[src/rtl/wb_spi_sram_bridge.sv]
// wb_spi_sram_bridge
//   Wishbone slave that serves each single-byte access with one complete SPI SRAM
//   transaction (READ 0x03 / WRITE 0x02, 24-bit address, SPI mode 0, MSB first).
//   Each SPI bit takes two clock cycles: SCK low, then SCK high.
//
// Ports
//   clk_i                system clock, rising edge
//   rst_i                synchronous active-high reset
//   wbs_cyc_i/stb_i      Wishbone cycle / strobe
//   wbs_adr_i            byte address, zero-extended to 24 bits
//   wbs_we_i, wbs_dat_i  write enable / write byte
//   wbs_ack_o            registered one-cycle acknowledge
//   wbs_err_o/rty_o      always 0
//   wbs_dat_o            registered read byte
//   spi_cs_n_o, spi_sck_o, spi_mosi_o, spi_miso_i   SPI SRAM pins
module wb_spi_sram_bridge #(
   parameter int unsigned ADDR_WIDTH = 24
) (
   input  logic                  clk_i,
   input  logic                  rst_i,
   input  logic                  wbs_cyc_i,
   input  logic                  wbs_stb_i,
   input  logic [ADDR_WIDTH-1:0] wbs_adr_i,
   input  logic                  wbs_we_i,
   input  logic [7:0]            wbs_dat_i,
   output logic                  wbs_ack_o,
   output logic                  wbs_err_o,
   output logic                  wbs_rty_o,
   output logic [7:0]            wbs_dat_o,
   output logic                  spi_cs_n_o,
   output logic                  spi_sck_o,
   output logic                  spi_mosi_o,
   input  logic                  spi_miso_i
);

   if (ADDR_WIDTH > 24) begin : g_addr_check
      $error("wb_spi_sram_bridge: ADDR_WIDTH must be <= 24");
   end

   typedef enum logic [1:0] {StIdle, StShift, StDone} state_t;

   state_t      state;
   // Bits still to be sent after the one currently on MOSI (MSB first).
   logic [38:0] shreg;
   logic [5:0]  bit_cnt;
   logic        phase;
   logic [7:0]  rx;
   logic        we;

   logic        req;
   logic [23:0] addr_ext;
   logic [39:0] load_word;

   // Holding off while ack is high keeps a still-asserted strobe from being served twice.
   assign req       = wbs_cyc_i & wbs_stb_i & ~wbs_ack_o;
   assign addr_ext  = 24'(wbs_adr_i);
   assign load_word = {(wbs_we_i ? 8'h02 : 8'h03), addr_ext, (wbs_we_i ? wbs_dat_i : 8'h00)};

   assign wbs_err_o = 1'b0;
   assign wbs_rty_o = 1'b0;

   always_ff @(posedge clk_i) begin
      if (rst_i) begin
         state      <= StIdle;
         shreg      <= '0;
         bit_cnt    <= '0;
         phase      <= 1'b0;
         rx         <= '0;
         we         <= 1'b0;
         spi_cs_n_o <= 1'b1;
         spi_sck_o  <= 1'b0;
         spi_mosi_o <= 1'b0;
         wbs_ack_o  <= 1'b0;
         wbs_dat_o  <= '0;
      end else begin
         wbs_ack_o <= 1'b0;
         unique case (state)
            StIdle: begin
               spi_cs_n_o <= 1'b1;
               spi_sck_o  <= 1'b0;
               spi_mosi_o <= 1'b0;
               if (req) begin
                  we         <= wbs_we_i;
                  spi_mosi_o <= load_word[39];
                  shreg      <= load_word[38:0];
                  spi_cs_n_o <= 1'b0;
                  bit_cnt    <= 6'd39;
                  phase      <= 1'b0;
                  state      <= StShift;
               end
            end
            StShift: begin
               if (!phase) begin
                  spi_sck_o <= 1'b1;
                  phase     <= 1'b1;
               end else begin
                  // End of the SCK-high cycle: sample MISO and present the next bit
                  // while SCK goes low, so MOSI never moves while SCK is high.
                  rx        <= {rx[6:0], spi_miso_i};
                  spi_sck_o <= 1'b0;
                  phase     <= 1'b0;
                  if (bit_cnt == 6'd0) begin
                     spi_cs_n_o <= 1'b1;
                     spi_mosi_o <= 1'b0;
                     state      <= StDone;
                  end else begin
                     spi_mosi_o <= shreg[38];
                     shreg      <= {shreg[37:0], 1'b0};
                     bit_cnt    <= bit_cnt - 6'd1;
                  end
               end
            end
            StDone: begin
               if (!we) begin
                  wbs_dat_o <= rx;
               end
               // An abandoned cycle still completes on the SPI side but is not acked.
               wbs_ack_o <= wbs_cyc_i;
               state     <= StIdle;
            end
            default: state <= StIdle;
         endcase
      end
   end

endmodule

[config.mk]
export PLATFORM = sky130hd
export DESIGN_NAME = wb_spi_sram_bridge
export DESIGN_NICKNAME = d
export VERILOG_FILES = /design/src/rtl/wb_spi_sram_bridge.sv
export SDC_FILE = /design/constraint.sdc
export NUM_CORES = 1
export LEC_CHECK = 0
export ABC_AREA = 1
export BUFFER_PORTS_ARGS = -buffer_cell sky130_fd_sc_hd__buf_2
export CAP_MARGIN = 10
export CORE_UTILIZATION = 61
export CTS_CLUSTER_SIZE = 10
export DETAILED_ROUTE_END_ITERATION = 8
export PLACE_DENSITY = 0.85
export SYNTH_ARGS = -nofsm -noshare
export SYNTH_HDL_FRONTEND = slang
export SYNTH_SLANG_ARGS = --single-unit
export TNS_END_PERCENT = 1
[constraint.sdc]
create_clock -name clk_i -period 2.8 [get_ports clk_i]
set_clock_uncertainty 0.05 [all_clocks]
set_input_delay 0.7 -clock clk_i [delete_from_list [all_inputs] [get_ports clk_i]]
set_output_delay 0.7 -clock clk_i [all_outputs]
set_load 0.05 [all_outputs]
# Word-level counts from Yosys, hierarchy flattened
# Index checks and enable logic that the tools add are counted.
[op_classes]
n_addsub = 1
n_mul = 0
div = 0
order_cmp = 0
eq_ne = 6
n_shift = 0
mux = 25
bitwise_logic = 5
n_reduce_logical = 12
[op_table]
columns = ["operator", "n"]
rows = [
  ["$mux 39", 3],
  ["$pmux 39 s2", 1],
  ["$mux 6", 3],
  ["$pmux 6 s2", 1],
  ["$reduce_and 2->1", 5],
  ["$mux 1", 8],
  ["$mux 8", 1],
  ["$ne 2x2->1 const B", 4],
  ["$pmux 1 s2", 4],
  ["$logic_not 6->1", 1],
  ["$mux 2", 3],
  ["$reduce_and 3->1", 2],
  ["$sub 6x1->6 const B", 1],
  ["$pmux 2 s2", 1],
  ["$reduce_and 4->1", 1],
  ["$not 1->1", 3],
  ["$and 1x1->1", 2],
  ["$eq 2x1->1 const B", 1],
  ["$eq 2x2->1 const B", 1],
  ["$logic_not 2->1", 1],
  ["$reduce_bool 2->1", 1],
  ["$reduce_or 2->1", 1],
]
[word_totals]
reg_bits = 69
latchBits = 0
ramBits = 0
mem_bits_ro = 0
inputBits = 38
output_inout_bits = 14
word_cells = 60
mem_count = 0

# Longest topological paths before layout
# Gate-level depths: netlist of run 1.
[logic_depth]
depth_word = 4
depth_mapped = 9
mapped_depth_nobuf = 8

# Least setup slack after synthesis of run 1
# Ideal clock, no wire load.
[synth_path]
kind = "input -> register"
start = "input wbs_cyc_i"
end = "register shreg[27]"
setup_ps = 70
arrival_ps = 1559
setup_slack_ps = 1121
cell_stages = 8
n_path_buf = 2
path_cell_list = "nand2_1 -> nor2_1 -> nand2_2 -> nand2_4 -> buf_8 -> buf_8 -> nand3_2 -> a21oi_2"
[synth_via]
elab_chain_cells = 4
[synth_rtl]
columns = ["element", "line", "text"]
rows = [
  ["from (decl)", "21", "input logic wbs_cyc_i,"],
  ["$and 1x1->1 (2 in series)", "55", "assign req = wbs_cyc_i & wbs_stb_i & ~wbs_ack_o;"],
  ["$ne 2x2->1 (no line)", "--", ""],
  ["$reduce_and 4->1 (no line)", "--", ""],
  ["to (signal assigned)", "85", "shreg <= load_word[38:0];"],
  ["to (signal assigned)", "108", "shreg <= {shreg[37:0], 1'b0};"],
  ["to (decl)", "44", "logic [38:0] shreg;"],
]
# No other way between the ends.
# A chain may end at the register's enable or synchronous reset.

# Worst setup path in the final report of run 1
[layout_path]
start = "register state[1]"
end = "register bit_cnt[4]"
[layout_via]
elab_chain_cells = 3
elab_cells_between_ends = 8
cone_classes = "eq/ne (4); mux (1); reduce/logical (3)"
[layout_rtl]
columns = ["element", "line", "text"]
rows = [
  ["from (decl)", "42", "state_t state;"],
  ["from (signal assigned)", "64", "state <= StIdle;"],
  ["from (signal assigned)", "89", "state <= StShift;"],
  ["from (signal assigned)", "105", "state <= StDone;"],
  ["$eq 2x1->1 or $logic_not 2->1 (tied branches)", "77", "unique case (state)"],
  ["$ne 2x2->1 (no line) or $reduce_bool 2->1 (tied branches)", "--", ""],
  ["$reduce_and 4->1 (no line)", "--", ""],
  ["to (signal assigned)", "109", "bit_cnt <= bit_cnt - 6'd1;"],
  ["to (decl)", "45", "logic [5:0] bit_cnt;"],
]
# Several ways; a longest one is shown, not always the timed one.

==> results by group, run 1 <==
GRT
  • GRT Total Usage: 0.263
  • First-pass GRT wire length: ~12 mm
  • Antenna violations before repair: 0
  • Largest net degree at the start of global routing: 43
  • Total gr overflow: 0
  • Vias in the first global route: roughly 2,900

Setup path
  • CP Launch Type: register
  • Worst Path Arrival: approximately 2.3 ns
  • WP data required: roughly 3.0 ns
  • CP Depth: 7
  • Critical path type: register to register
  • Reg-to-reg endpoint: bit_cnt[4]$_SDFFE_PP0P_
  • Worst Setup End Kind: register
  • Start of the worst register-to-register path: state[1]$_SDFFE_PP0P_
  • Worst setup path endpoint: bit_cnt[4]$_SDFFE_PP0P_
  • Reg-to-reg slack, setup: approximately 0.8 ns
  • Crit-path max cell delay: roughly 0.40 ns
  • R2R depth: 7
  • Worst path cell trace: nor2_4, nand2_2, nand2_4, nand2_4, nand2_1, nand2_1, nor2_1
  • Crit path from: state[1]$_SDFFE_PP0P_
  • Critical path's top delay family: simple AND/OR/NAND/NOR gates
  • Worst path slowest cell: dfxtp_1
  • CP max FO: 34
  • WP buf/inv: 0

CTS
  • Post-CTS setup buffer count: 0
  • Post-cts resize count: 0
  • Post-CTS Hold Buffers: 0
  • TritonCTS Buffers: 9
  • Worst-path clk slew: 0.07 ns
  • CTS Buffer Depth: 2
  • Total clock sinks: 69
  • Insertion delay to the later sink of the worst-skew pair: approximately 0.35 ns
  • CTS tree: built
  • H-Tree Depth: 3
  • Clk root buf: clkbuf_8

Layout
  • Synth-to-layout area growth: 10.7%
  • Fraction of layout cells with a size suffix above 1: 0.223
  • Area of the multi-input gates: ~1700 µm²
  • Post-Layout Cell Count: between 500 and 600
  • Layout Nets: between 500 and 600
  • Final instance area: roughly 3800 µm²
  • FILL cells: 470
  • Storage cell area: approximately 1400 µm²
  • # diodes: 0

Detailed routing
  • WL met2: roughly 3.4 mm
  • WL met1: around 3.3 mm
  • DR iter-0 viols: approximately 200
  • Vias per inst: roughly 5.4
  • Vias: roughly 3,100
  • Final wirelength: 7.20 mm
  • Top sig layer: met4
  • Initial DRT Pass Iterations: 4
  • Post-route ant nets: 0
  • Routed wl met3: around 270 µm
  • DRC viols: 0
  • Wire length per cell: between 10 and 15 µm

Synthesis
  • Adder-Cell Fraction of Synth Area: 0.00730
  • Sequential share of the synthesized area: 0.403
  • Ranking of synthesized cells by area: dfxtp_1 (40%), nand2_1 (17%), a21oi_1 (6.7%)
  • Synth Area in Simple Gates: 0.354
  • Mapped cell area: 3430 µm²
  • XOR/XNOR Fraction of Synth Area: 0
  • Warnings from Yosys: 0
  • Unique masters post-synth: 28
  • Seq cells post-synth: 69
  • Synth Instances: between 400 and 500
  • Synth top cells by count: nand2_1 (158), dfxtp_1 (69), a21oi_1 (46), nand3_1 (46)
  • Fraction of synthesized area in multiplexers: 0
  • Post-Syn Area per Cell: a little over 7 µm²
  • Compound-cell area share of the yosys netlist: 0.141
  • Area leader, netlist: dfxtp_1
  • Synth top area share: 0.403
  • EDFF count, synth: 0
  • Main combinational cell family by area after synthesis: simple AND/OR/NAND/NOR gates
  • Share of flip-flops with an asynchronous set or reset: 0
  • Most frequent cell after synthesis: nand2_1
  • Prevailing post-synth register cell: dfxtp_1

Min path
  • Worst Hold Class: register to register

Die
  • Row count: 26
  • I/O pin cnt: 52
  • Die span in x: slightly below 80 µm
  • Die area: 5920 µm²
  • Initial core utilization: 0.650
  • Core area: about 5300 µm²
  • Die Ht: roughly 77 µm

Flow run
  • Max_cap viols: 0

Power and ir drop
  • Peak supply drop: around 0.32 mV
  • Switching power: about 840 µW
  • Switch share: 0.340
  • Clock share of power: 0.299
  • Gate power share: 0.251
  • Reg power frac: 0.450
  • Leak Pwr: 0.00159 µW
  • Cell-internal power: roughly 1600 µW
  • Power per cell area: approximately 650 nW/µm²

Placed design
  • GP Congestion: roughly 0.77
  • Placed cell count: 569
  • Post-DP Area: around 3600 µm²
  • Dpl hpwl: approximately 4.5 mm
  • PortBufs: 49

Timing
  • Setup Viol. Count Final: 0
  • Slew headroom: 0.534
  • Count of final max-slew check failures: 0
  • Final hold violations: 0
  • TNS Setup: 0 ns
  • Maximum clock rate: just under 500 MHz
  • Final Cycle Share: 0.719
  • Post-route minimum period: 2.01 ns
  • Tightest Pin Transition: between 0.6 and 0.7 ns
  • RSZ-0062 raised after global routing: false

Status
  • Outcome: finished, final reports clean
## worst reg2reg max path, stage by stage (launching register included)
cell,delay [ns]
dfxtp_1,0.40
nor2_4,0.31
nand2_2,0.25
nand2_4,0.31
nand2_4,0.28
nand2_1,0.15
nand2_1,0.07
nor2_1,0.13
## logic make-up (layout without fill, tap and decap cells)
| logic type | Yosys count | after routing |
|---|---|---|
| flops | 69 | 69 |
| fa+ha+maj | 2 | 2 |
| other cells | 1 | 2 |
| buf+inv | 63 | 98 |
| compound gates | 82 | 82 |
| simple gates | 262 | 262 |
## layer usage
metal | global-route usage | vias to the layer above
met3 | 0.0488 | 13
met4 | 0.148 | 0
met1 | 0.306 | 1446
met2 | 0.451 | 70
li1 | - | 1604
met5 | 0 | -
## layout by cell type (no fill, tap or decap)
cell type,n
a211oi_2,1
a21oi_1,46
a21oi_2,17
a31oi_1,1
buf_12,2
buf_2,49
buf_4,4
clkbuf_1,1
clkbuf_8,11
clkinv_2,3
clkinvlp_4,1
conb_1,2
dfxtp_1,69
ha_1,2
inv_1,26
inv_2,1
nand2_1,158
nand2_2,2
nand2_4,2
nand3_1,46
nand3_2,17
nand3b_1,1
nand4_1,3
nand4_4,1
nor2_1,26
nor2_2,3
nor2_4,1
nor3_1,2
o21ai_0,17
## state kept, by name, summed over array words and instances, names as in the netlist
| name | flops |
|---|---|
| state | 2 |
| bit_cnt | 6 |
| spi_sck_o | 1 |
| spi_cs_n_o | 1 |
| phase | 1 |
| we | 1 |
| spi_mosi_o | 1 |
| shreg | 39 |
| wbs_dat_o | 8 |
| wbs_ack_o | 1 |
| rx | 8 |
## stage by stage
stage | setup WS [ns] | total power, µW | util | hold slack, ns
after floorplan | 1.12 | 1640 | - | 0.385
after CTS | 0.803 | 2470 | 0.720 | 0.396
after detailed placement | 0.639 | 1740 | 0.686 | 0.385
final | 0.788 | 2460 | 0.720 | 0.395
after global placement | 0.719 | 1720 | 0.686 | 0.379
after global routing | 0.604 | 2590 | 0.720 | 0.410
## power by group through the flow
stage | combinational (µW) | sequential [µW] | clock (µW)
final | 619 | 1110 | 737
after global placement | 596 | 1130 | 0
after detailed placement | 612 | 1130 | 0
after CTS | 616 | 1110 | 748
after floorplan | 500 | 1140 | 0
after global routing | 695 | 1120 | 782
## final cells by class
type,count,share of cell area
Multi-Input combinational cell,348,0.456
Sequential cell,69,0.364
Timing Repair Buffer,55,0.0831
Clock buffer,12,0.0409
Inverter,27,0.0267
Tap cell,70,0.0231
Clock inverter,4,0.00594
## how the worst min path moves through the flow
stage	startpoint	to	slack [ns]	depth (start not counted)
3_5_place_dp	wbs_dat_o[6]$_SDFFE_PP0P_	wbs_dat_o[6]$_SDFFE_PP0P_	0.39	2
3_3_place_gp	wbs_dat_o[6]$_SDFFE_PP0P_	wbs_dat_o[6]$_SDFFE_PP0P_	0.38	2
5_1_grt	wbs_dat_o[1]$_SDFFE_PP0P_	wbs_dat_o[1]$_SDFFE_PP0P_	0.41	2
2_1_floorplan	we$_SDFFE_PP0P_	we$_SDFFE_PP0P_	0.38	2
6_report	wbs_dat_o[3]$_SDFFE_PP0P_	wbs_dat_o[3]$_SDFFE_PP0P_	0.40	2
4_1_cts	wbs_dat_o[6]$_SDFFE_PP0P_	wbs_dat_o[6]$_SDFFE_PP0P_	0.40	2
Power figures use the tool's default switching activity.
==> run 2: changes to the inputs <==
Settings changed: CORE_UTILIZATION 61 to 51, PLACE_DENSITY 0.85 to 0.76.
Clock period 2.8 ns to 1.8 ns, I/O delays scaled along.
==> results by group, run 2 (synthesis results as in run 1) <==
Detailed routing
  • Routed wl met3: 227 µm
  • DR iter-0 viols: 187
  • Vias per inst: between 5 and 6
  • Top sig layer: met4
  • Post-route ant nets: 0
  • Wire length per cell: between 10 and 15 µm
  • WL met1: 3.43 mm
  • Initial DRT Pass Iterations: 7
  • DRC viols: 12
  • WL met2: ~3.4 mm
  • Final wirelength: ~7.2 mm
  • Vias: around 3,100

CTS
  • H-Tree Depth: 3
  • Total clock sinks: slightly below 70
  • Post-CTS setup buffer count: 0
  • Insertion delay to the later sink of the worst-skew pair: between 0.3 and 0.4 ns
  • CTS Buffer Depth: 2
  • Clk root buf: clkbuf_8
  • TritonCTS Buffers: 9
  • Worst-path clk slew: about 0.070 ns
  • CTS tree: built

Die
  • Initial core utilization: 0.533
  • Core area: 6420 µm²
  • I/O pin cnt: between 50 and 60
  • Die Ht: between 80 and 90 µm
  • Die span in x: roughly 84 µm
  • Die area: 7050 µm²
  • Row count: 29

Layout
  • Most flops, register: shreg
  • # diodes: 0
  • Most common cell after layout, fill and taps aside: nand2_1
  • Final Util: 0.607
  • Max reg flops: 39
  • Fraction of layout cells with a size suffix above 1: 0.232
  • Synth-to-layout area growth: 13.9%
  • Layout Nets: 559
  • Largest registers: shreg: 39 flops, rx: 8 flops, wbs_dat_o: 8 flops
  • Most frequent cells in the layout: nand2_1 (158), dfxtp_1 (69), buf_2 (49), a21oi_1 (46), nand3_1 (46)

Flow run
  • Max_cap viols: 0

Timing
  • Count of final max-slew check failures: 0
  • Setup Viol. Count Final: 0
  • Slew headroom: 0.618
  • Tightest Pin Transition: roughly 0.57 ns
  • Post-route minimum period: 1.63 ns
  • Final Cycle Share: 0.904
  • TNS Setup: 0 ns
  • Maximum clock rate: about 610 MHz
  • RSZ-0062 raised after global routing: false
  • Final hold violations: 0

Setup path
  • Worst Path Arrival: 1.85 ns
  • Crit-path max cell delay: approximately 0.40 ns
  • Worst path cell trace: nor2_4, nand2_2, nand2_4, buf_4, nand3_1, nand2_1, inv_1, nor2_1
  • Critical path's top delay family: simple AND/OR/NAND/NOR gates
  • Reg-to-reg slack, setup: around 0.17 ns
  • WP buf/inv: 2
  • Worst Setup End Kind: register
  • CP Launch Type: register
  • Worst path slowest cell: dfxtp_1
  • CP max FO: 11
  • WP data required: approximately 2.0 ns
  • Critical path type: register to register

GRT
  • Antenna violations before repair: 0
  • GRT Total Usage: 0.214
  • Vias in the first global route: 2,815
  • Total gr overflow: 0
  • Largest net degree at the start of global routing: 45
  • First-pass GRT wire length: 12.3 mm

Power and ir drop
  • Peak supply drop: ~0.45 mV
  • Power per cell area: roughly 1000 nW/µm²
  • Leak Pwr: roughly 0.0016 µW

Placed design
  • Dpl hpwl: around 4.7 mm
  • PortBufs: ~50
  • GP Congestion: 0.769

Status
  • Outcome: finished with violations
  • Failing checks: DRC

Min path
  • Worst Hold Class: input port to register
==> run 2: path summary, 6_finish.rpt <==
path,startpoint,to,cells after the start
max reg2reg,state[1]$_SDFFE_PP0P_,bit_cnt[3]$_SDFFE_PP0P_,8
min reg2reg,wbs_dat_o[3]$_SDFFE_PP0P_,wbs_dat_o[3]$_SDFFE_PP0P_,2
min,wbs_cyc_i,wbs_ack_o$_SDFF_PP0_,3
max,state[1]$_SDFFE_PP0P_,bit_cnt[3]$_SDFFE_PP0P_,8
==> run 2: layout make-up <==
type,instances,area [µm²]
Inverter,27,101
Sequential cell,69,1380
Multi-Input combinational cell,348,1740
Timing Repair Buffer,64,383
Clock buffer,11,141
Tap cell,77,96.3
Clock inverter,2,60.1
Fill cell,583,2520
==> run 2: per-stage QoR <==
step / hold WS (ns) / power (µW) / area [µm²] / setup WS, ns / cells
floorplan: 0.385 / 2550 / 3430 / 0.230 / 480
global placement: 0.380 / 2730 / 3690 / 0.105 / 585
detailed placement: 0.384 / 2750 / 3690 / 0.0790 / 585
CTS: 0.306 / 4090 / 3890 / 0.0864 / 598
global route: 0.341 / 4290 / 3900 / 0.00521 / 598
finish: 0.315 / 4070 / 3900 / 0.172 / 598
==> run 2: layer usage <==
metal | up-vias | track usage
met4 | 0 | 0.0846
met5 | - | 0
met3 | 11 | 0.0317
met1 | 1413 | 0.270
met2 | 66 | 0.368
li1 | 1620 | -
==> run 2: what timing repair did <==
| action | CTS | global route |
|---|---|---|
| setup endpoints to repair | 0 | 17 |
| gates resized for setup | 0 | 1 |
| hold buffers | 0 | 0 |
==> run 2: tightest hold or removal path, delay by kind of cell <==
| family | cells | cell delay (ns) |
|---|---|---|
| AND/OR/NAND/NOR | 2 | 0.11 |
| buffers and inverters | 1 | 0.10 |
==> run 2: where the power goes <==
group / total (µW) / switching, µW / leakage [µW] / internal [µW]
combinational: 1010 / 658 / 0.000980 / 350
sequential: 1720 / 71.8 / 0.000561 / 1640
clock: 1350 / 549 / 0.000101 / 797
==> run 3: changes to the inputs <==
Settings changed: CORE_UTILIZATION 51 to 57, PLACE_DENSITY 0.76 to 0.8.
Clock period 1.8 ns to 1.5 ns, I/O delays scaled along.
==> results by group, run 3 (synthesis results as in run 1) <==
Status
  • Outcome: finished with violations
  • Failing checks: setup timing

Die
  • Die span in x: 79.5 µm
  • Die Ht: a little under 80 µm
  • I/O pin cnt: between 50 and 60
  • Initial core utilization: 0.607
  • Row count: 27
  • Core area: 5640 µm²
  • Die area: 6320 µm²

CTS
  • H-Tree Depth: 3
  • TritonCTS Buffers: 9
  • Total clock sinks: 69
  • Worst-path clk slew: ~0.07 ns
  • CTS Buffer Depth: 2
  • Clk root buf: clkbuf_8
  • Insertion delay to the later sink of the worst-skew pair: approximately 0.35 ns
  • CTS tree: built

GRT
  • Total gr overflow: 0
  • Antenna violations before repair: 0
  • First-pass GRT wire length: 14.3 mm
  • GRT Total Usage: 0.291
  • Vias in the first global route: ~3,200
  • Largest net degree at the start of global routing: 45

Power and ir drop
  • Leak Pwr: 0.00188 µW
  • Power per cell area: 1210 nW/µm²
  • Pwr Total: about 5300 µW
  • Peak supply drop: 0.618 mV

Detailed routing
  • Vias: around 3,400
  • Vias per inst: around 5.5
  • DR iter-0 viols: about 230
  • Post-route ant nets: 0
  • Final wirelength: around 9 mm
  • DRC viols: 0
  • Wire length per cell: around 14 µm
  • Initial DRT Pass Iterations: 5

Setup path
  • Crit-path max cell delay: 0.36 ns
  • WP buf/inv: 3
  • Critical path's top delay family: simple AND/OR/NAND/NOR gates
  • Worst Path Arrival: 1.70 ns
  • CP max FO: 8
  • WP data required: between 1.5 and 2 ns
  • Most Frequent Cell on Critical Path: buf_12
  • Worst path slowest cell: dfxtp_4
  • CP Launch Type: register
  • Critical path type: register to register
  • Worst path cell trace: inv_2, nor2_4, nand4_4, buf_12, buf_12, a21oi_1, nor2_1
  • Worst Setup End Kind: register

Timing
  • TNS Setup: -0.0167 ns
  • Count of final max-slew check failures: 0
  • Maximum clock rate: around 660 MHz
  • Post-route minimum period: around 1.5 ns
  • Worst hold slack: 0.220 ns
  • Setup slack after layout: -0.0115 ns
  • Setup Viol. Count Final: 2
  • Final Cycle Share: 1.01
  • Final hold violations: 0
  • RSZ-0062 raised after global routing: true

Layout
  • Most frequent cells in the layout: nand2_1 (157), dfxtp_1 (65), buf_2 (49), nand3_1 (45), a21oi_1 (41)
  • Most common cell after layout, fill and taps aside: nand2_1
  • Layout Nets: between 500 and 600
  • Largest registers: shreg: 39 flops, rx: 8 flops, wbs_dat_o: 8 flops
  • Final Util: 0.778
  • Most flops, register: shreg
  • Fraction of layout cells with a size suffix above 1: 0.299
  • FILL cells: approximately 400
  • # diodes: 0
  • Final instance area: 4390 µm²
  • Max reg flops: 39
  • Synth-to-layout area growth: 28.1%

Placed design
  • Dpl hpwl: approximately 4.8 mm
  • PortBufs: around 50
  • GP Congestion: 0.786
  • Post-DP Area: approximately 3800 µm²

Min path
  • Worst Hold Class: input port to register

Flow run
  • Max_cap viols: 0
run 3: changes by cell type in the layout (fill, tap and decap cells not counted), sizes merged, moves of 2 or more:
cell / before / now
buf: 64 / 84
bufbuf: 0 / 2
clkbuf: 11 / 13
clkinv: 0 / 2
clkinvlp: 0 / 2
run 3: repair_timing:
action                                  4_1_cts  5_1_grt
cloned                                        3        2
hold buffers                                  0        0
setup buffers                                 9        2
resized for setup                             7       20
pin swaps                                     4        5
endpoints found under the setup margin       32       37
run 3: area by class of cell:
type	instances	area (µm²)	share of cell area
flip-flops and latches	69	1390	0.317
inverters	27	101	0.0231
repair buffers	88	767	0.175
well taps	72	90.1	0.0205
clock buffers	11	151	0.0345
clock inverters	5	58.8	0.0134
multi-input cells	349	1830	0.417
run 3: path summary, 6_finish.rpt:
kind | from | to | slack [ns] | depth (start not counted)
setup / recovery | state[0]$_SDFFE_PP0P_ | shreg[6]$_SDFFE_PP0P_ | -0.01 | 7
hold / removal | wbs_cyc_i | wbs_ack_o$_SDFF_PP0_ | 0.22 | 3
setup reg to reg | state[0]$_SDFFE_PP0P_ | shreg[6]$_SDFFE_PP0P_ | -0.01 | 7
hold reg to reg | wbs_dat_o[5]$_SDFFE_PP0P_ | wbs_dat_o[5]$_SDFFE_PP0P_ | 0.39 | 2
run 3: report_power, final:
| group | switching (µW) | internal, µW |
|---|---|---|
| logic | 960 | 715 |
| clock network | 708 | 857 |
| registers | 91.1 | 1980 |
run 3: per-layer routing:
layer  part of all wire  wire length, µm  up-vias  track usage
met2               0.48             4260      166        0.482
met1               0.42             3710     1551        0.357
met5                  0                0        -            0
li1                   -                -     1671            -
met3              0.074              650       21       0.0594
met4              0.020              172        0        0.142
run 3: worst min-delay path, stage by stage:
cell     delay, ns
buf_2         0.10
nand3_1       0.07
nor2_1        0.03
run 3: metrics by stage:
step / setup slack (ns) / std cells
2_1_floorplan: 0.0726 / 480
3_3_place_gp: -0.0828 / 589
3_5_place_dp: -0.123 / 589
4_1_cts: 0.0334 / 617
5_1_grt: -0.0840 / 621
6_report: -0.0115 / 621
